`src/rtl/vga_timing_param.sv`:
```
// Parametrised VGA raster timing generator: counters, delayed sync/blank and a
// lookahead request position for early frame-buffer fetch.
module vga_timing_param #(
    parameter int unsigned H_ACTIVE   = 640,
    parameter int unsigned H_FP       = 16,
    parameter int unsigned H_SYNC     = 96,
    parameter int unsigned H_BP       = 48,
    parameter int unsigned V_ACTIVE   = 480,
    parameter int unsigned V_FP       = 11,
    parameter int unsigned V_SYNC     = 2,
    parameter int unsigned V_BP       = 31,
    parameter int unsigned HCOUNT_W   = 10,
    parameter int unsigned VCOUNT_W   = 10,
    parameter logic        SYNC_POL   = 1'b0,
    parameter int unsigned PIPE_DELAY = 2,
    parameter int unsigned PREFETCH   = 4
) (
    input  logic                vclock,
    input  logic                reset,
    input  logic                enable,
    output logic [HCOUNT_W-1:0] hcount,
    output logic [VCOUNT_W-1:0] vcount,
    output logic                active,
    output logic                line_start,
    output logic                frame_start,
    output logic                hsync,
    output logic                vsync,
    output logic                blank_b,
    output logic                req_valid,
    output logic [HCOUNT_W-1:0] req_hcount,
    output logic [VCOUNT_W-1:0] req_vcount
);

    localparam int unsigned H_TOTAL  = H_ACTIVE + H_FP + H_SYNC + H_BP;
    localparam int unsigned V_TOTAL  = V_ACTIVE + V_FP + V_SYNC + V_BP;
    localparam int unsigned HS_START = H_ACTIVE + H_FP;
    localparam int unsigned HS_END   = H_ACTIVE + H_FP + H_SYNC;
    localparam int unsigned VS_START = V_ACTIVE + V_FP;
    localparam int unsigned VS_END   = V_ACTIVE + V_FP + V_SYNC;

    localparam logic [HCOUNT_W-1:0] H_LAST     = HCOUNT_W'(H_TOTAL - 1);
    localparam logic [VCOUNT_W-1:0] V_LAST     = VCOUNT_W'(V_TOTAL - 1);
    localparam logic [HCOUNT_W-1:0] H_PREFETCH = HCOUNT_W'(PREFETCH);

    // Illegal geometry stops elaboration rather than producing a silently wrong raster.
    if (PIPE_DELAY < 1 || PIPE_DELAY > 8) begin : g_bad_pipe_delay
        $error("vga_timing_param: PIPE_DELAY=%0d outside 1..8", PIPE_DELAY);
    end
    if (PREFETCH < 1 || PREFETCH > H_FP + H_SYNC + H_BP - 1) begin : g_bad_prefetch
        $error("vga_timing_param: PREFETCH=%0d outside 1..%0d", PREFETCH, H_FP + H_SYNC + H_BP - 1);
    end
    if ((64'd1 << HCOUNT_W) < 64'(H_TOTAL)) begin : g_bad_hcount_w
        $error("vga_timing_param: HCOUNT_W=%0d too small for H_TOTAL=%0d", HCOUNT_W, H_TOTAL);
    end
    if ((64'd1 << VCOUNT_W) < 64'(V_TOTAL)) begin : g_bad_vcount_w
        $error("vga_timing_param: VCOUNT_W=%0d too small for V_TOTAL=%0d", VCOUNT_W, V_TOTAL);
    end

    logic [HCOUNT_W-1:0]   hcount_q, hcount_d;
    logic [VCOUNT_W-1:0]   vcount_q, vcount_d;
    logic [HCOUNT_W-1:0]   rh_q, rh_d;
    logic [VCOUNT_W-1:0]   rv_q, rv_d;
    logic [PIPE_DELAY-1:0] hs_pipe_q, hs_pipe_d;
    logic [PIPE_DELAY-1:0] vs_pipe_q, vs_pipe_d;
    logic [PIPE_DELAY-1:0] act_pipe_q, act_pipe_d;
    logic                  act_raw, hs_raw, vs_raw;

    // Raster step shared by the display counters and the lookahead counters.
    function automatic logic [VCOUNT_W+HCOUNT_W-1:0] advance(
        input logic [HCOUNT_W-1:0] h,
        input logic [VCOUNT_W-1:0] v
    );
        logic [HCOUNT_W-1:0] h_n;
        logic [VCOUNT_W-1:0] v_n;
        h_n = h + HCOUNT_W'(1);
        v_n = v;
        if (h == H_LAST) begin
            h_n = '0;
            v_n = (v == V_LAST) ? '0 : v + VCOUNT_W'(1);
        end
        return {v_n, h_n};
    endfunction

    always_comb begin
        {vcount_d, hcount_d} = advance(hcount_q, vcount_q);
        {rv_d, rh_d}         = advance(rh_q, rv_q);
    end

    always_comb begin
        act_raw = (32'(hcount_q) < H_ACTIVE) && (32'(vcount_q) < V_ACTIVE);
        hs_raw  = (32'(hcount_q) >= HS_START) && (32'(hcount_q) < HS_END);
        vs_raw  = (32'(vcount_q) >= VS_START) && (32'(vcount_q) < VS_END);
    end

    // Pipes hold "asserted" as 1; polarity is applied only at the outputs.
    always_comb begin
        hs_pipe_d     = hs_pipe_q;
        vs_pipe_d     = vs_pipe_q;
        act_pipe_d    = act_pipe_q;
        hs_pipe_d[0]  = hs_raw;
        vs_pipe_d[0]  = vs_raw;
        act_pipe_d[0] = act_raw;
        for (int unsigned i = 1; i < PIPE_DELAY; i++) begin
            hs_pipe_d[i]  = hs_pipe_q[i-1];
            vs_pipe_d[i]  = vs_pipe_q[i-1];
            act_pipe_d[i] = act_pipe_q[i-1];
        end
    end

    always_ff @(posedge vclock) begin
        if (reset) begin
            hcount_q   <= '0;
            vcount_q   <= '0;
            rh_q       <= H_PREFETCH;
            rv_q       <= '0;
            hs_pipe_q  <= '0;
            vs_pipe_q  <= '0;
            act_pipe_q <= '0;
        end else if (enable) begin
            hcount_q   <= hcount_d;
            vcount_q   <= vcount_d;
            rh_q       <= rh_d;
            rv_q       <= rv_d;
            hs_pipe_q  <= hs_pipe_d;
            vs_pipe_q  <= vs_pipe_d;
            act_pipe_q <= act_pipe_d;
        end
    end

    assign hcount      = hcount_q;
    assign vcount      = vcount_q;
    assign active      = act_raw;
    assign line_start  = enable && !reset && (hcount_q == '0);
    assign frame_start = enable && !reset && (hcount_q == '0) && (vcount_q == '0);
    assign hsync       = hs_pipe_q[PIPE_DELAY-1] ? SYNC_POL : ~SYNC_POL;
    assign vsync       = vs_pipe_q[PIPE_DELAY-1] ? SYNC_POL : ~SYNC_POL;
    assign blank_b     = act_pipe_q[PIPE_DELAY-1];
    assign req_hcount  = rh_q;
    assign req_vcount  = rv_q;
    assign req_valid   = (32'(rh_q) < H_ACTIVE) && (32'(rv_q) < V_ACTIVE);

endmodule
```
`config.mk`:
```
export PLATFORM = sky130hd
export DESIGN_NAME = vga_timing_param
export DESIGN_NICKNAME = d
export VERILOG_FILES = /design/src/rtl/vga_timing_param.sv
export SDC_FILE = /design/constraint.sdc
export NUM_CORES = 1
export LEC_CHECK = 0
export ABC_CLOCK_PERIOD_IN_PS = 4900
export BUFFER_PORTS_ARGS = -buffer_cell sky130_fd_sc_hd__buf_2
export CORE_UTILIZATION = 58
export DETAILED_ROUTE_END_ITERATION = 8
export PLACE_DENSITY = 0.88
export SLEW_MARGIN = 20
export SYNTH_ARGS = -nofsm -noshare
export SYNTH_HDL_FRONTEND = slang
export SYNTH_SLANG_ARGS = --single-unit
```
`constraint.sdc`:
```
create_clock -name vclock -period 4.9 [get_ports vclock]
set_input_delay 0.98 -clock vclock [delete_from_list [all_inputs] [get_ports vclock]]
set_output_delay 0.98 -clock vclock [all_outputs]
set_load 0.01 [all_outputs]
```
==> summary.txt <==
Worst EP required: 3.92 ns
Global-route wire length before repair: 8590 um
Most frequent CP cell: buf_2
Die area: 4267 um2
Register bit total from synthesis: 46
Routed vias/inst: 6.011
Total Wirelength: 5108 um
DR vias: 2170
Skew final: 0.006056 ns
RePlAce Congestion: 0.8061
Die width: 65.33 um
Total power: 700.1 uW
IO buf count: 49
Setup crit start kind: input port
Ys Warns: 0
Area contributors post-synth: dfxtp_1, nor2_1, a21oi_1, xnor2_1, ha_1
Seq/Total Area, Yosys: 39.59%
H-tree levels: 2
Tcrit/Tclk final: 65.95%
Synthesized netlist cell count: 271
Final #Nets: 322
Post-synth top area share: 39.59%
Initial drt markers: 169
Tmin final: 3.232 ns
Die Ht: 65.33 um
Worst-Margin Slew: 0.4489 ns
Sink Count: 46
DRC violations left: 0
Crit-path max FO: 20
# Max-Cap Violations: 0
Setup tns final: 0 ns
Crit path largest cell delay: 0.35 ns
Max Slew Vio Count: 0
Ant. Diodes: 0
Clock latency on the worst-skew pair: 0.31 ns
Worst Setup End Kind: output port
Top-Level Pins: 50
Vias in the first global route: 1879
WP buf/inv: 3
CP Class: input port to output port
Critical path's top delay family: simple AND/OR/NAND/NOR gates
Max Clock Freq: 0.3094 GHz
Hold Path Class: flop to flop
DPL Wire Length: 3480 um
Largest net degree at the start of global routing: 23
Inserted Clock Buffers: 5
Leak: 0.001074 uW
RSZ-0062 raised after global routing: no
Cell accounting for the most synthesized area: dfxtp_1
Peak VDD IR: 0.1792 mV
Clock-pin slew on the worst setup and hold paths: 0.09 ns
# setup viols final: 0
First-pass detailed-route iteration total: 4
Arrival time worst endpoint: 2.25 ns
Num rows: 22
CTS tree: built
Mapped cell area: 2326 um2
Final Hold Viols: 0
Max_slew headroom: 70.01%
Overall Global Routing Usage: 25.73%
Postcts setup bufs: 0
CORE AREA: 3744 um2
Syn_area_per_cell: 8.583 um2
Wire per inst: 14.15 um
Status: finished, final reports clean
Synth unique cells: 38
# resized after CTS: 0
Pwr/cell area: 262.3 nW/um2
Clock buffer depth: 2
CTS root buffer: clkbuf_8
Congestion Overflow GR: 0
Detail Route Antenna Nets: 0
P&R area growth vs syn: 14.74%
Slowest stage cell, crit path: buf_2
Initial antenna violation count: 0
Ordered list of cells on the worst path: buf_2, inv_1, nor4b_1, and3_1, and4_1, buf_2
Share of post-route cells with drive strength above 1: 19.17%
Post-CTS Hold Buffers: 0
Syn_nets: 281
Starting Density: 62.13%
layer usage:
layer  wire [um]  track usage, %
met5           0               0
met4         116           10.05
met3         284           5.903
met2        2446           41.11
met1        2261           33.37
through the flow:
step / util, % / instance area [um2] / instances / setup slack, ns / hold slack (ns)
finish: 71.29 / 2669 / 361 / 1.668 / 0.4673
global route: 71.29 / 2669 / 361 / 1.538 / 0.4880
CTS: 71.29 / 2669 / 361 / 1.656 / 0.4691
detailed placement: 68.35 / 2559 / 353 / 1.665 / 0.4559
global placement: 68.35 / 2559 / 353 / 1.695 / 0.4602
floorplan: - / 2326 / 271 / 2.035 / 0.4388
cell families (layout without fill, tap and decap cells):
family	count (synthesis)	in the layout	synth area share [%]
AO/OA/AOI/OAI	41	41	10.44
XOR/XNOR	19	19	7.154
adder cells (fa/ha/maj)	7	7	3.765
buffers and inverters	25	67	4.734
flip-flops	46	46	39.59
multiplexers	8	8	3.443
AND/OR/NAND/NOR	125	125	30.88
cells in the mapped netlist (all sizes together):
cell,number
nand4,15
xnor2,11
and3,6
nand2b,2
nand3,13
and4b,1
buf,6
o21ai,8
nor2,31
a211oi,1
or3,7
nor4b,6
a311oi,1
dfxtp,46
nor3,7
mux2i,8
o31ai,7
inv,10
xor2,8
clkbuf,9
ha,7
and2,1
nand4b,1
or4,7
nor3b,2
a21oi,20
nand2,15
o21a,1
nor4,2
and4,8
o21bai,3
nor2b,1
final cells by class:
| type | count | area (um2) |
|---|---|---|
| multi-input combinational | 200 | 1295 |
| fill | 323 | 1075 |
| sequential | 46 | 920.9 |
| timing repair buffer | 49 | 245.2 |
| clock buffer | 6 | 72.57 |
| tap | 48 | 60.06 |
| clock inverter | 2 | 37.54 |
| inverter | 10 | 37.54 |
cell usage in the layout (no fill, tap or decap), types with 8 or more instances in the layout:
cell type | Yosys | routed
xor2_1 | 8 | 8
nand2_1 | 14 | 14
xnor2_1 | 11 | 11
nor2_1 | 31 | 31
dfxtp_1 | 46 | 46
nand4_1 | 14 | 14
o21ai_0 | 8 | 8
buf_2 | 4 | 49
a21oi_1 | 20 | 20
nand3_1 | 13 | 13
inv_1 | 10 | 10
mux2i_1 | 8 | 8
and4_1 | 8 | 8
registers in the layout (all words and copies together) (netlist names):
signal      count
vcount         10
req_hcount     10
hs_pipe_q       2
vs_pipe_q       2
act_pipe_q      2
hcount         10
req_vcount     10
worst paths after layout:
path / startpoint / endpoint / slack [ns] / depth (start not counted)
worst max-delay path: enable / frame_start / 1.67 / 6
worst min-delay path: vs_pipe_q[0] / vs_pipe_q[0] / 0.47 / 2
worst max register to register: hcount[0] / vcount[7] / 2.72 / 5
worst min register to register: vs_pipe_q[0] / vs_pipe_q[0] / 0.47 / 2
power by group:
part,switching [uW],leakage (uW),internal (uW)
Combinational,19.6,0.000651,13.6
Clock,131,0.0000514,152
Sequential,5.98,0.000372,378
Total,156,0.00107,544
tightest hold or removal path, stage by stage, from the launching register on:
cell and delay [ns]:
dfxtp_1 0.32, nand2_1 0.06, a21oi_1 0.05
No activity file was read; power rests on OpenSTA's default activity.
